`src/rtl/instr_encoder.sv`:
```
// Instruction-field encoder: packs instruction fields into 16-bit words and streams them into program memory.
// Optional build macro ENCODER_ILLEGAL_CHECK_EN rejects opcodes 0xA-0xE instead of writing them.
module instr_encoder #(
  parameter int ADDR_BITS = 8,
  parameter int BASE_ADDR = 0
) (
  input  logic                 clk,
  input  logic                 reset,
  input  logic                 start,
  input  logic                 in_valid,
  output logic                 in_ready,
  input  logic [3:0]           in_opcode,
  input  logic [3:0]           in_rd,
  input  logic [3:0]           in_rs,
  input  logic [3:0]           in_rt,
  input  logic [2:0]           in_nzp,
  input  logic [7:0]           in_imm,
  input  logic                 in_last,
  output logic                 mem_write_valid,
  input  logic                 mem_write_ready,
  output logic [ADDR_BITS-1:0] mem_write_address,
  output logic [15:0]          mem_write_data,
  output logic                 done,
  output logic                 error,
  output logic [ADDR_BITS:0]   instr_count
);

  typedef enum logic [1:0] {
    IDLE   = 2'd0,
    ACCEPT = 2'd1,
    WRITE  = 2'd2,
    DONE   = 2'd3
  } state_t;

  localparam logic [ADDR_BITS-1:0] ADDR_START = BASE_ADDR[ADDR_BITS-1:0];
  localparam logic [ADDR_BITS-1:0] ADDR_LAST  = '1;
  localparam logic [ADDR_BITS-1:0] ADDR_ONE   = 1;
  localparam logic [ADDR_BITS:0]   CNT_ONE    = 1;

  state_t               state_q;
  logic [ADDR_BITS-1:0] addr_q;
  logic [ADDR_BITS:0]   count_q;
  logic [15:0]          data_q;
  logic                 valid_q;
  logic                 last_q;
  logic                 done_q;
  logic                 error_q;

  logic [15:0]          enc_d;
  logic                 illegal_d;

  // Fields an opcode does not use are forced to zero here.
  always_comb begin
    enc_d = 16'h0000;
    case (in_opcode)
      4'h0:                      enc_d = 16'h0000;
      4'h1:                      enc_d = {4'h1, in_nzp, 1'b0, in_imm};
      4'h2:                      enc_d = {4'h2, 4'h0, in_rs, in_rt};
      4'h3, 4'h4, 4'h5, 4'h6:    enc_d = {in_opcode, in_rd, in_rs, in_rt};
      4'h7:                      enc_d = {4'h7, in_rd, in_rs, 4'h0};
      4'h8:                      enc_d = {4'h8, 4'h0, in_rs, in_rt};
      4'h9:                      enc_d = {4'h9, in_rd, in_imm};
      4'hF:                      enc_d = 16'hF000;
      default:                   enc_d = {in_opcode, in_rd, in_rs, in_rt};
    endcase
  end

`ifdef ENCODER_ILLEGAL_CHECK_EN
  assign illegal_d = (in_opcode >= 4'hA) && (in_opcode <= 4'hE);
`else
  assign illegal_d = 1'b0;
`endif

  always_ff @(posedge clk) begin
    if (reset) begin
      state_q <= IDLE;
      addr_q  <= '0;
      count_q <= '0;
      data_q  <= 16'h0000;
      valid_q <= 1'b0;
      last_q  <= 1'b0;
      done_q  <= 1'b0;
      error_q <= 1'b0;
    end else begin
      case (state_q)
        IDLE, DONE: begin
          if (start) begin
            state_q <= ACCEPT;
            addr_q  <= ADDR_START;
            count_q <= '0;
            done_q  <= 1'b0;
            error_q <= 1'b0;
          end
        end
        ACCEPT: begin
          if (in_valid) begin
            if (illegal_d) begin
              state_q <= DONE;
              done_q  <= 1'b1;
              error_q <= 1'b1;
            end else begin
              state_q <= WRITE;
              data_q  <= enc_d;
              last_q  <= in_last;
              valid_q <= 1'b1;
            end
          end
        end
        WRITE: begin
          if (mem_write_ready) begin
            valid_q <= 1'b0;
            addr_q  <= addr_q + ADDR_ONE;
            count_q <= count_q + CNT_ONE;
            if (last_q) begin
              state_q <= DONE;
              done_q  <= 1'b1;
            end else if (addr_q == ADDR_LAST) begin
              // Top of memory reached without a last marker: overflow.
              state_q <= DONE;
              done_q  <= 1'b1;
              error_q <= 1'b1;
            end else begin
              state_q <= ACCEPT;
            end
          end
        end
        default: state_q <= IDLE;
      endcase
    end
  end

  assign in_ready          = (state_q == ACCEPT);
  assign mem_write_valid   = valid_q;
  assign mem_write_address = addr_q;
  assign mem_write_data    = data_q;
  assign done              = done_q;
  assign error             = error_q;
  assign instr_count       = count_q;

endmodule

```
`config.mk`:
```
export PLATFORM = sky130hd
export DESIGN_NAME = instr_encoder
export DESIGN_NICKNAME = d
export VERILOG_FILES = /design/src/rtl/instr_encoder.sv
export SDC_FILE = /design/constraint.sdc
export NUM_CORES = 1
export LEC_CHECK = 0
export CAP_MARGIN = 40
export CORE_MARGIN = 1.5
export CORE_UTILIZATION = 40
export DETAILED_ROUTE_END_ITERATION = 8
export PLACE_DENSITY_LB_ADDON = 0.15
export SLEW_MARGIN = 0
export SYNTH_ARGS = -nofsm -noshare
export SYNTH_HDL_FRONTEND = slang
export SYNTH_SLANG_ARGS = --single-unit
```
`constraint.sdc`:
```
create_clock -name clk -period 2.29 [get_ports clk]
set_input_delay 0.229 -clock clk [delete_from_list [all_inputs] [get_ports clk]]
set_output_delay 0.229 -clock clk [all_outputs]
set_load 0.01 [all_outputs]
```
==> run summary <==
Status - finished, final reports clean
Seq cells post-synth - 39
Overall Global Routing Usage - 18.9%
Worst Tran Pin Value - 0.561 ns
Sum of negative setup slack - 0 ns
Die area - 4940 um^2
Hold bufs inserted after CTS - 0
Final Slew Violations - 0
Final ANT Viol Nets - 0
# fillers - 395
Minimum clock period after layout - 2.11 ns
Nets - 324
# IOs - 70
DR DRC count - 0
Die W - 70.3 um
RD Place Congestion - 0.841
Routed vias - 1,778
Synth Area in Compound Gates - 16.1%
Setup CP Type - flop to flop
Dpl hpwl - 3270 um
Ratio of cells with drive above 1 in the final layout - 5.57%
Vias per cell - 5.24
Critical path's largest stage delay - 0.57 ns
Growth of design area from synthesis to finish - 47.5%
Avg Synthesized Cell Area - 8.42 um^2
Unrepaired setup endpoints after global routing - no
Syn nets - 253
First-pass GRT wire length - 7470 um
Simple-Gate Fraction of Synth Area - 29.1%
Setup crit start kind - flop
Post-Route WL - 4380 um
Most frequent cells in the layout - clkdlybuf4s50_1 (69), dfxtp_1 (39), nor2_1 (32)
Worst IR Drop VDD - 0.375 mV
Hold Crit Start - mem_write_data[13]$_SDFFE_PP0P_
Die H - 70.3 um
FF-to-FF Start - state_q[0]$_SDFFE_PP0P_
Main synth FF type - dfxtp_1
Pwr dens - 621 nW/um^2
Ys Warns - 0
CTS Buf Count - 5
Mux cell area share after synthesis - 1.11%
Longest Clk Path Bufs - 2
Critical Path RT - 2.52 ns
Max cap viols - 0
LEAKAGE - 0.952 nW
Ant. Diodes - 0
Unique masters post-synth - 39
Final hold vios - 0
Critical path launch point - state_q[0]$_SDFFE_PP0P_
Worst-path maximum fanout - 8
Largest net degree at the start of global routing - 28
Setup WS pre-CTS - 0.196 ns
Fmax - 0.473 GHz
Cell area after synthesis - 1810 um^2
Clock transition at path regs - 0.08 ns
Post-Synthesis Cells - 215
CP Cell Sequence - inv_1 -> ha_1 -> nor2b_1 -> or4_4 -> or3_1 -> a21oi_1
Post-CTS Setup Repair Bufs - 0
Clock Latency Late Sink - 0.29 ns
Final instance area - 2670 um^2
Post-layout worst setup margin - 0.175 ns
Setup Viol. Count Final - 0
CTS resizes - 0
Root buffer cell - clkbuf_8
Sink Count - 39
Wire per inst - 12.9 um
Final worst path period share - 92.4%
Final Skew - 0.00344 ns
Final Hold Slack - 0.455 ns
Largest family of logic cells by synthesized area - simple AND/OR/NAND/NOR gates
Starting Density - 41.6%
Hold Path Class - flop to flop
Post-Synth XOR/XNOR Area - 3.39%
1st-iter DRT viols - 90
Antenna violations before repair - 0
PortBufs - 69
Post-synth ARST share - 0%
Vias in the first global route - 1,705
CTS H-tree depth - 2
Adder-Cell Fraction of Synth Area - 4.01%
Crit path arrival time - 2.34 ns
Core area - 4350 um^2
Grt ovf - 0
Post-synthesis sequential area ratio - 43.1%
Most common cell after layout, fill and taps aside - clkdlybuf4s50_1
Post-synth EDFFs - 0
Buffers & Inverters on Critical Path - 1
Initial DRT Pass Iterations - 4
Placed Area - 2550 um^2
Worst setup EP type - flop
Crit path max-delay family - simple AND/OR/NAND/NOR gates
Slowest stage cell, crit path - or4_4
Std-Cell Rows - 24
Relative slew slack - 62.5%
CTS tree - done
==> final timing paths <==
check / slack (ns) / depth (start not counted) / end
worst max register to register: 0.18 / 6 / mem_write_address[7]$_SDFFE_PP0P_
worst min-delay path: 0.45 / 2 / mem_write_data[13]$_SDFFE_PP0P_
worst max-delay path: 0.18 / 6 / mem_write_address[7]$_SDFFE_PP0P_
worst min register to register: 0.45 / 2 / mem_write_data[13]$_SDFFE_PP0P_
==> synthesized netlist by cell type (5+ instances only) <==
| master | n | area (um^2) |
|---|---|---|
| clkbuf_1 | 7 | 26.3 |
| nand3_1 | 10 | 50.1 |
| nand2_1 | 19 | 71.3 |
| a221oi_1 | 11 | 96.3 |
| or3_1 | 5 | 31.3 |
| a21oi_1 | 13 | 65.1 |
| nand4_1 | 5 | 31.3 |
| nand2b_1 | 5 | 31.3 |
| nor3_1 | 12 | 60.1 |
| nor2_1 | 32 | 120 |
| dfxtp_1 | 39 | 781 |
| ha_1 | 5 | 62.6 |
==> area by class of cell <==
| cell class | instances | area [um^2] | area share, % |
|---|---|---|---|
| multi-input cells | 163 | 972 | 36.4 |
| flip-flops and latches | 39 | 781 | 29.2 |
| repair buffers | 73 | 721 | 27.0 |
| clock buffers | 6 | 82.6 | 3.09 |
| well taps | 52 | 65.1 | 2.44 |
| clock inverters | 2 | 35.0 | 1.31 |
| inverters | 4 | 15.0 | 0.562 |
==> worst register-to-register path, stage by stage, from the launching register on <==
cell,delay [ns]
dfxtp_1,0.39
inv_1,0.07
ha_1,0.37
nor2b_1,0.20
or4_4,0.57
or3_1,0.32
a21oi_1,0.14
==> power breakdown <==
group | switching, mW | internal, mW | leakage (nW)
logic | 0.163 | 0.169 | 0.575
registers | 0.0204 | 0.712 | 0.317
clock network | 0.242 | 0.352 | 0.0612
total | 0.425 | 1.23 | 0.952
==> routing by layer <==
| layer | track usage (%) | share of wire (%) | wire length [um] |
|---|---|---|---|
| met5 | 0 | 0 | 0 |
| met4 | 6.41 | 0.89 | 39 |
| met3 | 7.22 | 6.1 | 266 |
| met2 | 30.7 | 48 | 2100 |
| met1 | 22.9 | 45 | 1970 |
==> kinds of logic (layout without fill, tap and decap cells) <==
kind of cell	Yosys count	count (layout)
xor+xnor	7	7
mux	2	2
fa+ha+maj	6	6
buf+inv	13	85
compound gates	42	42
simple gates	106	106
flops	39	39
==> state kept, by name (all words and copies together), names as in the netlist <==
register,cells
mem_write_address,8
mem_write_data,16
instr_count,9
state_q,2
error,1
mem_write_valid,1
last_q,1
done,1
==> per-stage QoR <==
stage / util, % / power [mW] / cells
floorplan: - / 0.918 / 215
global placement: 58.6 / 1.08 / 331
detailed placement: 58.6 / 1.08 / 331
CTS: 61.4 / 1.67 / 339
global route: 61.4 / 1.74 / 339
finish: 61.4 / 1.66 / 339
No activity file was read; power rests on OpenSTA's default activity.
==> RTL change 1: new RTL, same flow settings <==
Build with the macro `ENCODER_ILLEGAL_CHECK_EN` defined.
--- a/src/rtl/instr_encoder.sv
+++ b/src/rtl/instr_encoder.sv
@@ -1,5 +1,7 @@
 // Instruction-field encoder: packs instruction fields into 16-bit words and streams them into program memory.
 // Optional build macro ENCODER_ILLEGAL_CHECK_EN rejects opcodes 0xA-0xE instead of writing them.
+`define ENCODER_ILLEGAL_CHECK_EN
+
 module instr_encoder #(
   parameter int ADDR_BITS = 8,
   parameter int BASE_ADDR = 0
Function: changed (a bounded check fails within 4 cycles, from zero or initial values and one cycle with reset high).
==> RTL change 1 against the original RTL <==
The flow now finishes with violations (DRC). Routed wire length grew 5.8%. Sequential share of layout area shrank 0.58 points. Cell area grew 2.0%. Setup slack gained 0.021 ns. Area after synthesis grew 4.3%. Power grew 1.5%. Clock power shrank 14%. First-iteration DRC count grew 14%. Sequential cell count is the same. Critical path type unchanged. Critical endpoint unchanged.
==> RTL change 1: results (changes against the original RTL) <==
largest net degree at the start of global routing 18 (-36%); final setup margin 0.196 ns (+0.0213 ns); DP Worst Slack 0.191 ns (-0.00451 ns); syn_nets 259 (+2.4%); max FFs per register 16 (unchanged); routed via count 1,914 (+7.6%); relative slew slack 0.540 (-0.0847); Max IR drop VDD 0.000310 V (-17%); routability congestion estimate from global placement 0.793 (-5.7%); first-pass GRT wire length 7600 um (+1.7%); layout cells sized above 1 0.0782 (+0.0225); smallest hold slack 0.461 ns (+0.00603 ns); failing checks DRC; final setup skew 0.00527 ns (+0.00183 ns); Synth area leaders dfxtp_1, a21oi_1, a221oi_1, nor2_1, nand2_1; Worst Path Arrival 2.31 ns (-0.03 ns); leakage 0.925 nW (-2.9%); DRC viols 4 (+4); Max stage delay on crit path 0.55 ns (-0.02 ns); 1st-pass router iterations 6 (+2); GR Util All Layers 0.184 (-0.00500); WL per Instance 13.4 um (+3.6%); worst hold path endpoint mem_write_data[12]$_SDFFE_PP0P_; status complete, but fails checks; Nets 330 (+1.9%); async set-reset flop share out of synthesis 0 (unchanged); CP Max Fanout 12 (+4)
RTL change 1: cell types whose count changed after synthesis, moves of 3 or more:
cell / delta
a21oi_1: +7
a31oi_1: +3
clkbuf_1: -3
nor2_1: -11
nor4_1: -3
o21ai_0: +6
o31ai_1: +6
or4_1: +4
xor2_1: -3
RTL change 1: how the worst max path moves through the flow:
stage,from,to
CTS,state_q[0]$_SDFFE_PP0P_,mem_write_address[7]$_SDFFE_PP0P_
floorplan,state_q[0]$_SDFFE_PP0P_,mem_write_address[7]$_SDFFE_PP0P_
detailed placement,in_opcode[1],mem_write_data[2]$_SDFFE_PP0P_
finish,state_q[0]$_SDFFE_PP0P_,mem_write_address[7]$_SDFFE_PP0P_
global placement,mem_write_ready,instr_count[8]$_SDFFE_PP0P_
global route,state_q[0]$_SDFFE_PP0P_,mem_write_address[7]$_SDFFE_PP0P_
RTL change 1: critical path: cells and delay by family (launching register included):
kind	cells	cell delay, ns
AND/OR/NAND/NOR	3	1.14
flip-flops	1	0.37
adder cells (fa/ha/maj)	1	0.32
AO/OA/AOI/OAI	1	0.14
buffers and inverters	1	0.06
RTL change 1: layout make-up:
cell class,count,area [um2]
fillers,413,1720
multi-input cells,167,1020
flip-flops and latches,39,781
repair buffers,75,736
clock buffers,8,100
well taps,52,65.1
inverters,5,18.8
RTL change 1: cells by family after synthesis:
kind of cell | Yosys count | synth area share
DFF | 39 | 0.414
and+or+nand+nor | 96 | 0.271
adders and majority gates | 5 | 0.0318
xor gates and xnor gates | 2 | 0.00928
muxes | 2 | 0.0106
buffers and inverters | 16 | 0.0437
AOI/OAI and AO/OA | 62 | 0.220
RTL change 1: per-layer routing:
metal	global-route usage	wire, um	vias to the layer above
li1	-	-	974
met4	0.0566	59	0
met5	0	0	-
met1	0.237	2090	863
met2	0.295	2110	68
met3	0.0577	366	9
RTL change 1: metrics by stage:
stage / utilization / std cells / area, um2
floorplan: - / 222 / 1890
global route: 0.613 / 346 / 2730
detailed placement: 0.591 / 338 / 2630
CTS: 0.613 / 346 / 2730
finish: 0.613 / 346 / 2730
global placement: 0.591 / 338 / 2630
RTL change 1: where the power goes:
| part | switching (W) | total (W) | internal [W] |
|---|---|---|---|
| clock | 0.000234 | 0.000510 | 0.000275 |
| sequential | 0.0000254 | 0.000748 | 0.000723 |
| combinational | 0.000211 | 0.000425 | 0.000214 |
| total | 0.000471 | 0.00168 | 0.00121 |
==> RTL change 2: new RTL, config.mk and constraints unchanged <==
Made on the original files. Encoding of `state_t`: now one-hot (4 bits for 4 states).
--- a/src/rtl/instr_encoder.sv
+++ b/src/rtl/instr_encoder.sv
@@ -25,11 +25,11 @@
   output logic [ADDR_BITS:0]   instr_count
 );
 
-  typedef enum logic [1:0] {
-    IDLE   = 2'd0,
-    ACCEPT = 2'd1,
-    WRITE  = 2'd2,
-    DONE   = 2'd3
+  typedef enum logic [3:0] {
+    IDLE   = 4'b0001,
+    ACCEPT = 4'b0010,
+    WRITE  = 4'b0100,
+    DONE   = 4'b1000
   } state_t;
 
   localparam logic [ADDR_BITS-1:0] ADDR_START = BASE_ADDR[ADDR_BITS-1:0];
Formal check against the unedited RTL: no difference found for any inputs over 10 cycles, from zero or initial values and one cycle with reset high; not proved beyond that.
==> RTL change 2 against the original RTL <==
Cell area up 0.66%. Routed wire length grew 0.39%. Critical endpoint is now in_ready. First-iteration DRC count increased by 13%. Global-route usage increased by 0.11 points. Clock skew barely moved. Area after synthesis is 2.1% higher. Sequential cell count is 2 higher. Setup slack better by 0.13 ns.
Power is not compared: it rests on default switching activity, and its combinational part moved more than twofold at a synthesized area within 25%.
==> RTL change 2: results (changes against the original RTL) <==
status finished clean; Critical R2R Launch state_q[3]$_SDFFE_PP0P_; Post-Place Cells 330 (-0.30%); Cell Area, Placed 2620 um2 (+2.4%); reg2reg path depth 4 (-2); drt initial violations 102 (+13%); CP Max Fanout 7 (-1); vias in the first global route 1,788 (+4.9%); M2 GR Usage 0.323 (+0.0158); Fmax 505 MHz (+6.7%); GR Util All Layers 0.190 (+0.00112); Final Instance Count excl. Fillers 336 (-0.88%); Post-DP HPWL 3160 um (-3.4%); Nets 320 (-1.2%); WL met1 1940 um (-1.7%); HP Start done$_SDFFE_PP0P_; slowest stage cell, crit path clkdlybuf4s50_1; WL met2 2050 um (-2.1%); sequential fraction of the synthesis area 0.444 (+0.0129); final setup skew 0.00369 ns (+0.000252 ns); worst hold path endpoint done$_SDFFE_PP0P_; Synth area leaders dfxtp_1, a21oi_1, a221oi_1, nor3_1, nand2_1; synth unique cells 42 (+7.7%); met1 Track Usage GR 0.216 (-0.0125); mean area per synthesized cell 8.64 um2 (+2.6%); met3 usage 0.0755 (+0.00335); DP Worst Slack 0.0666 ns (-0.129 ns); critical path capture point in_ready; Max stage delay on crit path 0.61 ns (+0.04 ns); smallest hold slack 0.451 ns (-0.00339 ns); met3 WL 338 um (+27%); syn_nets 249 (-1.6%)
-- RTL change 2: cell types whose count changed in the layout (fill, tap and decap cells not counted), moves of 3 or more --
cell	change
nor4_1	-3
nor2_1	-15
and3_1	-3
nand3_1	-4
and4_1	+3
a21oi_1	+11
or3_1	+5
ha_1	-3
o21ai_0	+7
-- RTL change 2: cell type report --
cell class,instances,area (um2),area share
flip-flops and latches,41,821,0.305
repair buffers,75,748,0.278
well taps,52,65.1,0.0242
inverters,3,11.3,0.00419
multi-input cells,159,970,0.361
clock buffers,5,68.8,0.0256
clock inverters,1,5.00,0.00186
-- RTL change 2: cell families (layout without fill, tap and decap cells) --
logic type,count (synthesis),in the layout,share of synthesized area
AO/OA/AOI/OAI,61,61,0.211
buffers and inverters,14,84,0.0311
AND/OR/NAND/NOR,90,90,0.269
XOR/XNOR,3,3,0.0142
multiplexers,2,2,0.0108
adder cells (fa/ha/maj),3,3,0.0190
flip-flops,41,41,0.444
